$ cat config.mk
export PLATFORM = sky130hd
export DESIGN_NAME = key_event_decoder
export DESIGN_NICKNAME = d
export VERILOG_FILES = /design/src/rtl/kbd_pkg.sv /design/src/rtl/kbd_event_fifo.sv /design/src/rtl/key_event_decoder.sv
export SDC_FILE = /design/constraint.sdc
export NUM_CORES = 1
export LEC_CHECK = 0
export CAP_MARGIN = 20
export CORE_ASPECT_RATIO = 1.5
export CORE_MARGIN = 1
export CORE_UTILIZATION = 55
export DETAILED_ROUTE_END_ITERATION = 6
export HOLD_SLACK_MARGIN = 0.15
export PLACE_DENSITY = 0.74
export SLEW_MARGIN = 20
export SYNTH_ARGS = -nofsm -noshare
export SYNTH_HDL_FRONTEND = slang
export SYNTH_HIERARCHICAL = 1
export SYNTH_SLANG_ARGS = --single-unit
$ cat constraint.sdc
create_clock -name clk -period 8.8 [get_ports clk]
set_input_delay 1.76 -clock clk [delete_from_list [all_inputs] [get_ports clk]]
set_output_delay 1.76 -clock clk [all_outputs]
set_load 0.01 [all_outputs]
$ cat src/rtl/kbd_pkg.sv
// Shared types for the key event decoder: event encodings, FIFO entry
// layout and the debounce/repeat FSM state set.
package kbd_pkg;

  localparam int KEY_W = 8;

  typedef enum logic [1:0] {
    EVT_PRESS   = 2'b00,
    EVT_RELEASE = 2'b01,
    EVT_REPEAT  = 2'b10
  } evt_type_e;

  typedef struct packed {
    evt_type_e          typ;
    logic [KEY_W-1:0]   code;
  } key_evt_t;

  typedef enum logic [2:0] {
    IDLE,
    DEBOUNCE,
    HELD,
    REPEAT,
    REL_DB
  } kbd_state_e;

endpackage

$ cat src/rtl/kbd_event_fifo.sv
// Synchronous event FIFO; a push into a full FIFO is accepted only when a
// pop frees the head slot in the same cycle.
module kbd_event_fifo #(
  parameter int FIFO_DEPTH = 8
) (
  input  logic                          clk,
  input  logic                          rst_n,
  input  logic                          push,
  input  kbd_pkg::key_evt_t             din,
  input  logic                          pop,
  output kbd_pkg::key_evt_t             dout,
  output logic [$clog2(FIFO_DEPTH):0]   count,
  output logic                          full,
  output logic                          empty
);
  import kbd_pkg::*;

  localparam int AW = $clog2(FIFO_DEPTH);

  key_evt_t        mem [FIFO_DEPTH];
  logic [AW-1:0]   wr_ptr;
  logic [AW-1:0]   rd_ptr;
  logic            do_push;
  logic            do_pop;

  assign empty   = (count == '0);
  assign full    = (count == (AW+1)'(FIFO_DEPTH));
  assign do_pop  = pop && !empty;
  assign do_push = push && (!full || do_pop);

  // Head is forced to zero when empty so the outputs read 0 after reset.
  assign dout = empty ? '0 : mem[rd_ptr];

  always_ff @(posedge clk) begin
    if (do_push) mem[wr_ptr] <= din;
  end

  always_ff @(posedge clk or negedge rst_n) begin
    if (!rst_n) begin
      wr_ptr <= '0;
      rd_ptr <= '0;
      count  <= '0;
    end else begin
      if (do_push) wr_ptr <= wr_ptr + 1'b1;
      if (do_pop)  rd_ptr <= rd_ptr + 1'b1;
      case ({do_push, do_pop})
        2'b10:   count <= count + 1'b1;
        2'b01:   count <= count - 1'b1;
        default: count <= count;
      endcase
    end
  end

endmodule

$ cat src/rtl/key_event_decoder.sv
// Debounces the keyboard key code and emits press/release/repeat events
// through a small FIFO with a valid/ready host interface.
module key_event_decoder #(
  parameter int KEY_W           = kbd_pkg::KEY_W,
  parameter int DEBOUNCE_CYCLES = 4,
  parameter int REPEAT_DELAY    = 20,
  parameter int REPEAT_PERIOD   = 8,
  parameter int FIFO_DEPTH      = 8
) (
  input  logic                          clk,
  input  logic                          rst_n,
  input  logic [KEY_W-1:0]              key_code,
  output logic                          evt_valid,
  input  logic                          evt_ready,
  output logic [1:0]                    evt_type,
  output logic [KEY_W-1:0]              evt_code,
  output logic [$clog2(FIFO_DEPTH):0]   fifo_count,
  output logic                          overflow,
  input  logic                          clr_ovf
);
  import kbd_pkg::*;

  localparam int CW   = (DEBOUNCE_CYCLES > 1) ? $clog2(DEBOUNCE_CYCLES) : 1;
  localparam int RMAX = (REPEAT_DELAY > REPEAT_PERIOD) ? REPEAT_DELAY : REPEAT_PERIOD;
  localparam int RW   = (RMAX > 1) ? $clog2(RMAX) : 1;

  kbd_state_e        state;
  logic [KEY_W-1:0]  key_q;
  logic [KEY_W-1:0]  cand;
  logic [CW-1:0]     cnt;
  logic [RW-1:0]     rpt_cnt;

  logic              same;
  logic              deb_done;
  logic              dly_done;
  logic              per_done;
  logic              push;
  evt_type_e         push_typ;
  key_evt_t          push_evt;
  key_evt_t          head;
  logic              pop;
  logic              fifo_full;
  logic              fifo_empty;

  assign same     = (key_q == cand);
  assign deb_done = (cnt == CW'(DEBOUNCE_CYCLES - 1));
  assign dly_done = (rpt_cnt == RW'(REPEAT_DELAY - 1));
  assign per_done = (rpt_cnt == RW'(REPEAT_PERIOD - 1));

  // Event generation is decoded from the current state so the push lands in
  // the FIFO on the same edge the FSM makes its decision.
  always_comb begin
    push     = 1'b0;
    push_typ = EVT_PRESS;
    unique case (state)
      DEBOUNCE: if (same && deb_done) push = 1'b1;
      HELD: if (same && dly_done) begin
        push     = 1'b1;
        push_typ = EVT_REPEAT;
      end
      REPEAT: if (same && per_done) begin
        push     = 1'b1;
        push_typ = EVT_REPEAT;
      end
      REL_DB: if (!same && deb_done) begin
        push     = 1'b1;
        push_typ = EVT_RELEASE;
      end
      default: ;
    endcase
  end

  assign push_evt = '{typ: push_typ, code: cand};

  always_ff @(posedge clk or negedge rst_n) begin
    if (!rst_n) begin
      key_q   <= '0;
      state   <= IDLE;
      cand    <= '0;
      cnt     <= '0;
      rpt_cnt <= '0;
    end else begin
      key_q <= key_code;
      case (state)
        IDLE: if (key_q != '0) begin
          cand  <= key_q;
          cnt   <= '0;
          state <= DEBOUNCE;
        end
        DEBOUNCE: begin
          if (same) begin
            if (deb_done) begin
              rpt_cnt <= '0;
              state   <= HELD;
            end else begin
              cnt <= cnt + 1'b1;
            end
          end else if (key_q == '0) begin
            state <= IDLE;
          end else begin
            cand <= key_q;
            cnt  <= '0;
          end
        end
        HELD, REPEAT: begin
          if (!same) begin
            cnt   <= '0;
            state <= REL_DB;
          end else if ((state == HELD) ? dly_done : per_done) begin
            rpt_cnt <= '0;
            state   <= REPEAT;
          end else begin
            rpt_cnt <= rpt_cnt + 1'b1;
          end
        end
        REL_DB: begin
          if (same) begin
            rpt_cnt <= '0;
            state   <= HELD;
          end else if (deb_done) begin
            if (key_q == '0) begin
              state <= IDLE;
            end else begin
              cand  <= key_q;
              cnt   <= '0;
              state <= DEBOUNCE;
            end
          end else begin
            cnt <= cnt + 1'b1;
          end
        end
        default: state <= IDLE;
      endcase
    end
  end

  assign pop = evt_valid && evt_ready;

  kbd_event_fifo #(
    .FIFO_DEPTH(FIFO_DEPTH)
  ) u_fifo (
    .clk   (clk),
    .rst_n (rst_n),
    .push  (push),
    .din   (push_evt),
    .pop   (pop),
    .dout  (head),
    .count (fifo_count),
    .full  (fifo_full),
    .empty (fifo_empty)
  );

  assign evt_valid = !fifo_empty;
  assign evt_type  = head.typ;
  assign evt_code  = head.code;

  always_ff @(posedge clk or negedge rst_n) begin
    if (!rst_n) begin
      overflow <= 1'b0;
    end else if (push && fifo_full && !pop) begin
      overflow <= 1'b1;
    end else if (clr_ovf) begin
      overflow <= 1'b0;
    end
  end

endmodule
==> results.sh <==
export IMPL_cts_inserted_buffers=17
export IMPL_skew_ns=0.007245
export IMPL_crit_chain="or3_1 > nor2_1 > nor2_1 > clkdlybuf4s50_1"
export IMPL_layout_area_seq_um2=3328
export IMPL_nFillCells=621
export IMPL_dp_cells=459
export IMPL_rows=42
export IMPL_detail_route_wl_per_cell_um=19.77
export IMPL_multi_input_area_um2=1705
export IMPL_cts_resized_gates=0
export IMPL_yosysMostFrequentCell="edfxtp_1"
export IMPL_drc=0
export IMPL_cts_buffer_depth=2
export IMPL_fin_crit_ns=4.493
export IMPL_crit_required_ns=7.04
export IMPL_worstSetupEndpointType="output port"
export IMPL_syn2layout_area_growth_pct=18.74
export IMPL_dr_total_vias=2896
export IMPL_cp_arrival_ns=2.73
export IMPL_drt_iter0_markers=147
export IMPL_synthAdderAreaFrac=0.01850
export IMPL_cpMaxStageDelayCell="nor2_1"
export IMPL_antenna_found_initial=0
export IMPL_synth_avg_cell_area_um2=15.58
export IMPL_fp_dieH_um=120.4
export IMPL_grt_util_all_layers=0.2270
export IMPL_drive_gt1_frac=0.2100
export IMPL_placed_cell_area_um2=5504
export IMPL_grt_pass1_wl_um=15350
export IMPL_worst_pin_slew_ns=0.9959
export IMPL_initial_utilization=0.5755
export IMPL_synthTopCellsByArea="edfxtp_1 47%, dfrtp_1 18%, mux4_2 8.8%, mux2i_1 2.1%, nor2_1 2.1%"
export IMPL_grt_max_degree=38
export IMPL_p_per_area_nw_per_um2=290.3
export IMPL_setup_tns_ns=0
export IMPL_tritoncts="done"
export IMPL_clkSinkCount=117
export IMPL_core_area_um2=8934
export IMPL_holdBufCountCts=0
export IMPL_startpoint_type="flip-flop"
export IMPL_hold_violations=0
export IMPL_ios=28
export IMPL_max_freq_mhz=222.6
export IMPL_stdcell_area_um2=6105
export IMPL_yosys_area_share_xor_xnor=0.02385
export IMPL_synth_simple_area_share=0.09005
export IMPL_netlist_top_cells_count="80 x edfxtp_1, 37 x dfrtp_1, 29 x nor2_1, 20 x mux4_2, 19 x nand2_1"
export IMPL_relSlewSlack=0.3336
export IMPL_layout_worst_path_cycle_share=0.5106
export IMPL_grt_pass1_vias=2936
export IMPL_routed_wl_um=9706
export IMPL_clk_latency_ns=0.41
export IMPL_synth_edf_count=80
export IMPL_synth_cells=330
export IMPL_cp_max_fo=12
export IMPL_clkTransAtPathRegs_ns=0.05
export IMPL_cp_slowest_stage_delay_ns=0.73
export IMPL_first_pass_iters=5
export IMPL_drv_slew=0
export IMPL_maxCapViolations=0
export IMPL_ant_nets=0
export IMPL_synth_compound_area_frac=0.06766
export IMPL_htree_levels=4
export IMPL_syn_area_um2=5141
export IMPL_criticalPathCategory="flip-flop to output port"
export IMPL_clock_root_buffer="clkbuf_16"
export IMPL_async_flop_share=0.3162
export IMPL_status="complete, no violations"
export IMPL_path_common_cell="nor2_1"
export IMPL_dp_hpwl_um=6223
export IMPL_synth_top_family_by_area="multiplexers"
export IMPL_yosys_area_top_type="edfxtp_1"
export IMPL_finalNonFillerCells=491
export IMPL_io_buffer_count=27
export IMPL_synth_cell_types=59
export IMPL_min_delay_path_class="flip-flop to flip-flop"
export IMPL_synth_top_area_share=0.4673
export IMPL_ys_seq_area_frac=0.6474
export IMPL_fp_dieW_um=80.94
export IMPL_ys_flop_type="edfxtp_1"
export IMPL_n_antenna_cell=0
export IMPL_synthMuxAreaShare=0.1317
export IMPL_overflow=0
export IMPL_setup_viol=0
export IMPL_synth_seq_cells=117
export IMPL_synth_nets=349
export IMPL_die_area_um2=9746
export IMPL_finalNetCount=387
export IMPL_postCtsSetupBuffers=0
export IMPL_place_gp_congestion=0.8209
export IMPL_rsz0062_at_grt="no"
export IMPL_viasPerCell=5.898
export IMPL_yosysWarnings=6
export IMPL_peakVddDrop_v=0.0001897
export IMPL_p_leak_nw=2.229
## sequential cells by signal, summed over array words and instances, names as in the netlist
| signal | cells |
|---|---|
| state | 3 |
| u_fifo/count | 4 |
| u_fifo/mem | 80 |
| cnt | 2 |
| key_q | 8 |
| u_fifo/rd_ptr | 3 |
| overflow | 1 |
| cand | 8 |
| rpt_cnt | 5 |
| u_fifo/wr_ptr | 3 |
## worst max-delay path, delay by kind of cell, from the launching register on
kind                   cells  cell delay [ns]
buffers and inverters      1             0.51
DFF                        1             0.40
and+or+nand+nor            3             1.41
## metal layers
layer	vias to the layer above	wire, um	part of all wire	track usage
met1	1444	3828	0.39	0.2694
li1	1346	-	-	-
met5	-	0	0	0
met4	0	197	0.020	0.1049
met2	86	5274	0.54	0.3797
met3	20	405	0.042	0.05887
## worst paths after layout
check	from	end	slack, ns	cells past startpoint
setup / recovery	u_fifo/count[1]	evt_code[0]	4.31	4
max in group asynchronous	rst_n	u_fifo/wr_ptr[1]	6.83	1
setup reg to reg	u_fifo/count[1]	u_fifo/count[3]	5.05	11
hold reg to reg	rpt_cnt[4]	rpt_cnt[4]	0.50	1
hold / removal	rpt_cnt[4]	rpt_cnt[4]	0.50	1
min in group asynchronous	rst_n	rpt_cnt[0]	1.45	1
## final cells by class
| class | count | share of cell area |
|---|---|---|
| multi-input cells | 190 | 0.2794 |
| clock inverters | 13 | 0.02582 |
| inverters | 12 | 0.007379 |
| flip-flops and latches | 117 | 0.5452 |
| well taps | 110 | 0.02255 |
| clock buffers | 19 | 0.07256 |
| repair buffers | 30 | 0.04714 |
## power breakdown
part	internal [mW]	switching, mW	total (mW)
Clock	0.450	0.236	0.686
Sequential	0.612	0.0618	0.674
Combinational	0.237	0.175	0.412
## cell families after synthesis
| logic type | after synthesis |
|---|---|
| buf+inv | 23 |
| flops | 117 |
| simple gates | 88 |
| compound gates | 40 |
| mux | 41 |
| xor+xnor | 14 |
| fa+ha+maj | 7 |
## layout by cell type, fill, tap and decap left out, drive strengths merged, types with 2 or more instances in the layout
master         synthesis  routed
a21oi                  3       3
a31oi                  2       2
and4                   2       2
buf                    9       4
bufinv                 0       3
clkbuf                 2      19
clkdlybuf4s50          0      26
clkinv                 0       6
clkinvlp               0       4
dfrtp                 37      37
edfxtp                80      80
ha                     6       6
inv                   12      12
mux2                  10      10
mux2i                 11      11
mux4                  20      20
nand2                 19      19
nand2b                 9       9
nand3                  5       5
nand3b                 2       2
nand4                  2       2
nor2                  30      30
nor2b                  4       4
nor3                   3       3
nor3b                  2       2
nor4                   3       3
o211ai                 4       4
o21a                   2       2
o21ai                  9       9
o221ai                 4       4
o22ai                  3       3
o31ai                  4       4
or2                    2       2
or3                    2       2
xnor2                 12      12
xor2                   2       2
## through the flow
step	util	hold WS, ns	setup WS [ns]	power (mW)
6_report	0.6833	0.4974	4.307	1.772
3_5_place_dp	0.6161	0.4840	4.349	1.102
5_1_grt	0.6833	0.5165	4.135	1.848
2_1_floorplan	-	0.4505	4.961	0.9603
3_3_place_gp	0.6161	0.4667	4.406	1.092
4_1_cts	0.6833	0.4908	4.223	1.791
No activity file was read; power rests on OpenSTA's default activity.
